[src/rtl/req_pending_arbiter_pkg.sv]
// Shared constants and types for the request-pending arbiter.
// The arbiter is fixed at 8 lines because its index comes from encoder8to3.
package req_pending_arbiter_pkg;

    localparam int N_REQ = 8;
    localparam int IDX_W = $clog2(N_REQ);

    typedef logic [IDX_W-1:0] idx_t;
    typedef logic [N_REQ-1:0] req_vec_t;

    function automatic req_vec_t idx_onehot(input idx_t idx);
        req_vec_t v;
        v      = '0;
        v[idx] = 1'b1;
        return v;
    endfunction

endpackage

[src/rtl/req_pending_arbiter_if.sv]
// Request/grant bundle between raw request sources, the arbiter, and the consumer.
// The slave modport is the arbiter side; master is the environment driving it.
interface req_pending_arbiter_if
    import req_pending_arbiter_pkg::*;
();

    req_vec_t req_i;
    req_vec_t mask_i;
    req_vec_t ovf_clr_i;
    logic     out_ready_i;
    logic     out_valid_o;
    idx_t     out_idx_o;
    req_vec_t pending_o;
    req_vec_t ovf_o;

    modport slave (
        input  req_i, mask_i, ovf_clr_i, out_ready_i,
        output out_valid_o, out_idx_o, pending_o, ovf_o
    );

    modport master (
        output req_i, mask_i, ovf_clr_i, out_ready_i,
        input  out_valid_o, out_idx_o, pending_o, ovf_o
    );

endinterface

[src/rtl/encoder8to3.sv]
// 8-to-3 priority encoder: index of the highest set bit, 0 when no bit is set.
module encoder8to3 (
    input  logic [7:0] d_i,
    output logic [2:0] y_o
);

    // NOTE: y_o gets a default before the loop so every path assigns it and no latch is inferred.
    always_comb begin
        y_o = '0;
        for (int i = 0; i < 8; i++) begin
            if (d_i[i]) y_o = 3'(i);
        end
    end

endmodule

[src/rtl/req_pending_arbiter.sv]
// Synchronises 8 asynchronous request lines into a pending register and grants them
// one at a time, highest index first, through a registered valid/ready output.
module req_pending_arbiter
    import req_pending_arbiter_pkg::*;
#(
    parameter int SYNC_STAGES = 2,
    parameter bit EDGE_MODE   = 1'b1
) (
    input logic               clk,
    input logic               rst_n,
    req_pending_arbiter_if.slave bus
);

    logic [SYNC_STAGES-1:0][N_REQ-1:0] sync_q, sync_d;
    req_vec_t s_prev_q;
    req_vec_t pending_q, pending_d;
    req_vec_t ovf_q, ovf_d;
    logic     out_valid_q, out_valid_d;
    idx_t     out_idx_q, out_idx_d;

    req_vec_t sync_last;
    req_vec_t ev;
    req_vec_t clr;
    req_vec_t elig;
    logic     accept;
    logic     load;
    idx_t     enc_idx;

    encoder8to3 u_enc (
        .d_i (elig),
        .y_o (enc_idx)
    );

    assign sync_d    = {sync_q[SYNC_STAGES-2:0], bus.req_i};
    assign sync_last = sync_q[SYNC_STAGES-1];
    assign ev        = EDGE_MODE ? (sync_last & ~s_prev_q) : sync_last;

    assign accept = out_valid_q & bus.out_ready_i;
    assign clr    = accept ? idx_onehot(out_idx_q) : '0;
    // The line being granted this cycle must not be offered again on the same load.
    assign elig   = pending_q & ~bus.mask_i & ~clr;
    assign load   = ~out_valid_q | accept;

    always_comb begin
        pending_d   = (pending_q & ~clr) | ev;
        ovf_d       = (ovf_q & ~bus.ovf_clr_i) | (ev & pending_q & ~clr);
        out_valid_d = out_valid_q;
        out_idx_d   = out_idx_q;
        if (load) begin
            out_valid_d = |elig;
            if (|elig) out_idx_d = enc_idx;
        end
    end

    // NOTE: every flop, including the synchroniser chain, is cleared by the async reset;
    // sequential state is written only with non-blocking assignments.
    always_ff @(posedge clk or negedge rst_n) begin
        if (!rst_n) begin
            sync_q      <= '0;
            s_prev_q    <= '0;
            pending_q   <= '0;
            ovf_q       <= '0;
            out_valid_q <= 1'b0;
            out_idx_q   <= '0;
        end else begin
            sync_q      <= sync_d;
            s_prev_q    <= sync_last;
            pending_q   <= pending_d;
            ovf_q       <= ovf_d;
            out_valid_q <= out_valid_d;
            out_idx_q   <= out_idx_d;
        end
    end

    assign bus.out_valid_o = out_valid_q;
    assign bus.out_idx_o   = out_idx_q;
    assign bus.pending_o   = pending_q;
    assign bus.ovf_o       = ovf_q;

endmodule

[src/flat_wrapper.sv]
// flat-port wrapper written by rule: the top's interface ports become plain ports
module req_pending_arbiter_flat import req_pending_arbiter_pkg::*;
#(
    parameter int SYNC_STAGES = 2,
    parameter bit EDGE_MODE   = 1'b1
)
  (clk, rst_n, bus_req_i, bus_mask_i, bus_ovf_clr_i, bus_out_ready_i, bus_out_valid_o, bus_out_idx_o, bus_pending_o, bus_ovf_o);
  req_pending_arbiter_if bus_i ();
  input logic clk;
  input logic rst_n;
  input wire logic [$bits(bus_i.req_i)-1:0] bus_req_i;
  input wire logic [$bits(bus_i.mask_i)-1:0] bus_mask_i;
  input wire logic [$bits(bus_i.ovf_clr_i)-1:0] bus_ovf_clr_i;
  input wire logic [$bits(bus_i.out_ready_i)-1:0] bus_out_ready_i;
  output wire logic [$bits(bus_i.out_valid_o)-1:0] bus_out_valid_o;
  output wire logic [$bits(bus_i.out_idx_o)-1:0] bus_out_idx_o;
  output wire logic [$bits(bus_i.pending_o)-1:0] bus_pending_o;
  output wire logic [$bits(bus_i.ovf_o)-1:0] bus_ovf_o;
  assign bus_i.req_i = bus_req_i;
  assign bus_i.mask_i = bus_mask_i;
  assign bus_i.ovf_clr_i = bus_ovf_clr_i;
  assign bus_i.out_ready_i = bus_out_ready_i;
  assign bus_out_valid_o = bus_i.out_valid_o;
  assign bus_out_idx_o = bus_i.out_idx_o;
  assign bus_pending_o = bus_i.pending_o;
  assign bus_ovf_o = bus_i.ovf_o;
  req_pending_arbiter #(.SYNC_STAGES(SYNC_STAGES), .EDGE_MODE(EDGE_MODE)) u_core (.clk(clk), .rst_n(rst_n), .bus(bus_i));
endmodule
[config.mk]
export PLATFORM = sky130hd
export DESIGN_NAME = req_pending_arbiter_flat
export DESIGN_NICKNAME = d
export VERILOG_FILES = /design/src/rtl/req_pending_arbiter_pkg.sv /design/src/rtl/req_pending_arbiter_if.sv /design/src/rtl/encoder8to3.sv /design/src/rtl/req_pending_arbiter.sv /design/src/flat_wrapper.sv
export SDC_FILE = /design/constraint.sdc
export NUM_CORES = 1
export LEC_CHECK = 0
export CAP_MARGIN = 20
export CORE_UTILIZATION = 25
export DETAILED_ROUTE_END_ITERATION = 6
export PLACE_DENSITY = 0.58
export SLEW_MARGIN = 20
export SYNTH_ARGS = -nofsm -noshare
export SYNTH_HDL_FRONTEND = slang
export SYNTH_SLANG_ARGS = --single-unit
[constraint.sdc]
create_clock -name clk -period 2.5 [get_ports clk]
set_clock_uncertainty 0.1 [all_clocks]
set_input_delay 0.25 -clock clk [delete_from_list [all_inputs] [get_ports clk]]
set_output_delay 0.25 -clock clk [all_outputs]
set_load 0.05 [all_outputs]
* Yosys cells after proc, flatten, opt, wreduce, memory -nomap -nowiden *
Cells that the tools add are included.

storage, ports and cells
  input port bits = 27
  bits in registers = 44
  output and inout bits = 20
  logic and storage cells = 38

operators by class
  reduce and logical (&&, ||, !) cells = 3
  mux-type cells = 10
  $lt $le $gt $ge = 2
  bitwise gates (word level) = 16

operators with widths
  operator                                                     count
  AND 8 bit                                                    7
  inverter 8 bit                                               4
  2-to-1 mux 3 bit                                             6
  OR 8 bit                                                     2
  2-to-1 mux 8 bit                                             1
  OR reduction 8 bit                                           1
  less-than comparator 3 x 4 -> 1 bit (second input constant)  1
  demux 1 bit (select 3 bit)                                   1
  >= comparator 3 x 1 -> 1 bit (second input constant)         1
  2-to-1 mux 1 bit                                             2
  AND reduction 2 bit                                          1
  AND 1 bit                                                    1
  logical AND 1 bit                                            1
  inverter 1 bit                                               1
  OR 1 bit                                                     1

* Logic depth before layout (Yosys ltp) *
  word-level depth = 14
  depth in mapped cells = 5
  gate-level depth less buffers = 5

* By module *
Synthesis repeated with hierarchy kept, for this count alone.

unflattened totals
  cells, all modules = 122
  area, all modules = 1576.5 um^2

by module, submodules not included
  module               times used  sequential area each (um^2)  cells an instance  area each (um^2)
  req_pending_arbiter  1           1101.1                       112                1531.5
  encoder8to3          1           0.0                          10                 45.0

* Worst setup path before layout *
Ideal clock, no wire load.

  path kind = reg-to-reg
  start = reg u_core.out_idx_q[2], in the netlist u_core.bus.out_idx_o[2]
  end = reg u_core.out_idx_q[0], in the netlist u_core.bus.out_idx_o[0]
  setup time = 0.125 ns
  data required time = 2.275 ns
  data arrival time = 2.080 ns
  stages on the path, launching flop included = 6
  setup slack = 0.196 ns
  cell sequence = dfrtp_1 nand3_2 o31ai_2 o22ai_2 o41ai_4 mux2_2

on the way
  word-level cells in the longest chain between the ends = 14
  elaborated cells on any way between the ends = 17
  classes of those cells = order compare: 2; mux: 10; bitwise: 2; reduce/logical: 3

RTL lines
  what                                                                                                              RTL line                       RTL
  start: declaration                                                                                                req_pending_arbiter.sv:19      idx_t out_idx_q, out_idx_d;
  start signal: assignment                                                                                          req_pending_arbiter.sv:71      out_idx_q <= out_idx_d;
  less-than comparator 3 x 4 -> 1 bit (implied by the code) / >= comparator 3 x 1 -> 1 bit (equally long branches)  req_pending_arbiter_pkg.sv:14  v[idx] = 1'b1;
  logical AND 1 bit (implied by the code)                                                                           req_pending_arbiter_pkg.sv:14
  2-to-1 mux 1 bit (implied by the code)                                                                            req_pending_arbiter_pkg.sv:14
  demux 1 bit (select 3 bit) *                                                                                      --
  2-to-1 mux 8 bit *                                                                                                req_pending_arbiter.sv:39      assign clr = accept ? idx_onehot(out_idx_q) : '0;
  inverter 8 bit *                                                                                                  req_pending_arbiter.sv:41      assign elig = pending_q & ~bus.mask_i & ~clr;
  AND 8 bit *                                                                                                       req_pending_arbiter.sv:41
  2-to-1 mux 1 bit                                                                                                  encoder8to3.sv:11              if (d_i[i]) y_o = 3'(i);
  2-to-1 mux 3 bit (6 in a row)                                                                                     encoder8to3.sv:11

Mark *: on every way between the ends. The rest lies on a longest branch, timed or not.
A chain may end at the register's enable or synchronous reset.

* Worst setup path after layout *
  start = reg u_core.out_idx_q[2], in the netlist u_core.bus.out_idx_o[2]
  end = reg u_core.out_idx_q[1], in the netlist u_core.bus.out_idx_o[1]

on the way
  word-level cells in the longest chain between the ends = 13
  elaborated cells on any way between the ends = 16
  classes of those cells = order compare: 2; mux: 9; bitwise: 2; reduce/logical: 3

RTL lines
  what                                                                                                              RTL line
  less-than comparator 3 x 4 -> 1 bit (implied by the code) / >= comparator 3 x 1 -> 1 bit (equally long branches)  req_pending_arbiter_pkg.sv:14
  logical AND 1 bit (implied by the code)                                                                           req_pending_arbiter_pkg.sv:14
  2-to-1 mux 1 bit (implied by the code)                                                                            req_pending_arbiter_pkg.sv:14
  demux 1 bit (select 3 bit) *                                                                                      --
  2-to-1 mux 8 bit *                                                                                                req_pending_arbiter.sv:39
  inverter 8 bit *                                                                                                  req_pending_arbiter.sv:41
  AND 8 bit *                                                                                                       req_pending_arbiter.sv:41
  2-to-1 mux 3 bit (6 in a row)                                                                                     encoder8to3.sv:11

Marks and branches as above.

==> results_dict.tcl <==
set metrics [dict create \
    drive_gt1_frac 0.1503 \
    cts_resized 0 \
    yosysMostFrequentCell "dfrtp_1" \
    synth-edff-count 0 \
    core_um2 5956 \
    ios 47 \
    clkSinkCount 44 \
    synth_top_area_share 0.7120 \
    power.leakage_nw 0.9463 \
    synth_cell_types 26 \
    synth_area_leader_cell "dfrtp_1" \
    syn_area_um2 1546 \
    seq_area_um2 1101 \
    nNetsFinal 199 \
    timing.hold.ws_ns -0.002707 \
    cts_buffer_depth 2 \
    synth.avg_cell_area_um2 13.69 \
    crit_fanout 6 \
    outcome "complete, but fails checks" \
    critPathLaunchType "flop" \
    syn_nets 140 \
    fmax_mhz 453.2 \
    fin_area_um2 2252 \
    numCtsBuffers 5 \
    syn_to_final_growth_pct 45.63 \
    die_height_um 80.65 \
    cp.required_ns 2.58 \
    maxSlewViolCount 0 \
    rsz0062_at_grt "no" \
    drc_errors 0 \
    tns_ns 0 \
    yosysWarnings 0 \
    htree_levels 2 \
    cts_tree "done" \
    post-cts-setup-buffers 0 \
    cap_violations 0 \
    dp.final_hpwl_um 2346 \
    clkSlewWorstSetupHoldPaths_ns 0.08 \
    root_buffer "clkbuf_8" \
    failed_checks "hold timing" \
    antennaDiodeCount 0 \
    drt_iter0_drc 64 \
    crit_arrival_ns 2.28 \
    fillCellCount 595 \
    ctsHoldBuffers 0 \
    async_flop_share 1.000 \
    hold_path_class "primary input to async pin" \
    synth_area_leaders "dfrtp_1 71%, o22ai_1 4.4%, nand2b_1 4.0%" \
    fp-row-count 28 \
    slew_headroom 0.3795 \
    via_per_inst 4.218 \
    wl_um 3120 \
    die_w_um 80.65 \
    start_util 0.2597 \
    yosys-top-cells-count "44 x dfrtp_1, 11 x o22ai_1, 10 x nand2_1, 10 x nand2b_1, 9 x inv_1" \
    drt-pass1-iter-count 4 \
    die_area_um2 6504 \
    finalCritPeriodShare 0.8826 \
    grt_pass1_vias 1061 \
    layout_min_cycle_time_ns 2.206 \
    place.gp.congestion 0.8697 \
    clk_latency_ns 0.29 \
    worstSetupEndpointType "flop" \
    tightest_slew_ns 0.9307 \
    ant_nets 0 \
    grt_max_degree 45 \
    multi_input_area_um2 411.6 \
    hold_violations 10 \
    irDropWorstVdd_uv 422.9 \
    r2r_cells 5 \
    overflow 0 \
    wl_per_cell_um 12.58 \
    via_count 1046 \
    grt_usage 0.1117 \
    postPlaceCellArea_um2 2141 \
    setup_viol 0 \
    path_class "flop to flop" \
    synth-seq-area-share 0.7120 \
    postSynthCellCount 113 \
    antenna_found_initial 0 \
    powerDensity_nw_per_um2 1077 \
    grt_pass1_wl_um 5257 \
    synth-main-ff-cell "dfrtp_1" \
    portBuffers 46 \
    ys_ff_latch 44 \
]
==> per-layer routing <==
layer	wire [um]	global-route usage	vias to the layer above
li1	-	-	515
met1	1474	0.1541	492
met2	1315	0.1466	37
met3	311	0.05568	2
met4	18	0.04286	0
met5	0	0	-
==> stage by stage <==
stage	cells	setup WS, ns	power [mW]	hold WS, ns	utilization
after floorplan	113	0.1955	1.512	-0.1456	-
after global placement	240	0.1267	1.914	0.2321	0.3595
after detailed placement	240	0.02125	1.919	0.2347	0.3595
after CTS	248	0.2786	2.463	0.02233	0.3782
after global routing	248	0.1017	2.567	0.07331	0.3782
final	248	0.2935	2.426	-0.002707	0.3782
==> report_power, final <==
group	total, mW	internal [mW]	switching, mW
combinational	0.978	0.374	0.605
sequential	0.920	0.826	0.0939
clock	0.527	0.295	0.232
total	2.43	1.50	0.930
==> flip-flops by register name, summed over array words and instances, names as in the netlist <==
signal and cells:
u_core.bus.ovf_o 8, u_core.sync_d 8, u_core.s_prev_q 8, u_core.sync_last 8
u_core.bus.pending_o 8, u_core.bus.out_idx_o 3, u_core.bus.out_valid_o 1
==> cell families after synthesis <==
group,count (synthesis),share of synthesized area
AOI/OAI and AO/OA,30,0.1513
buffers and inverters,9,0.02184
DFF,44,0.7120
muxes,2,0.01456
and+or+nand+nor,28,0.1003
==> layout make-up <==
cell class | count | area share
Clock buffer | 5 | 0.03056
Clock inverter | 3 | 0.01889
Inverter | 9 | 0.01500
Multi-Input combinational cell | 60 | 0.1828
Sequential cell | 44 | 0.4889
Tap cell | 75 | 0.04167
Timing Repair Buffer | 52 | 0.2222
==> cell usage in the layout, fill, tap and decap left out, drive strengths merged, types with 2 or more instances in the layout <==
cell type	count
o31ai	2
o22ai	12
clkbuf	5
nand2	10
dfrtp	44
mux2	2
buf	7
inv	9
or2	2
clkdlybuf4s50	45
nand2b	10
o21ai	9
==> critical path, stage by stage, from the launching register on <==
cell	delay [ns]
dfrtp_1	0.43
nand3b_1	0.28
o21ai_0	0.39
o21ai_2	0.14
o41ai_4	0.37
mux2_2	0.37
==> path summary, 6_finish.rpt <==
| kind | startpoint | endpoint | slack, ns |
|---|---|---|---|
| worst max-delay path | u_core.bus.out_idx_o[2] | u_core.bus.out_idx_o[1] | 0.29 |
| worst min-delay path | rst_n | u_core.sync_d[12] | -0.003 |
| worst max register to register | u_core.bus.out_idx_o[2] | u_core.bus.out_idx_o[1] | 0.29 |
| worst min register to register | u_core.sync_d[9] | u_core.sync_last[1] | 0.25 |
| max in group asynchronous | rst_n | u_core.s_prev_q[1] | 1.72 |
| min in group clk | u_core.sync_d[9] | u_core.sync_last[1] | 0.25 |
No activity file was read; power rests on OpenSTA's default activity.
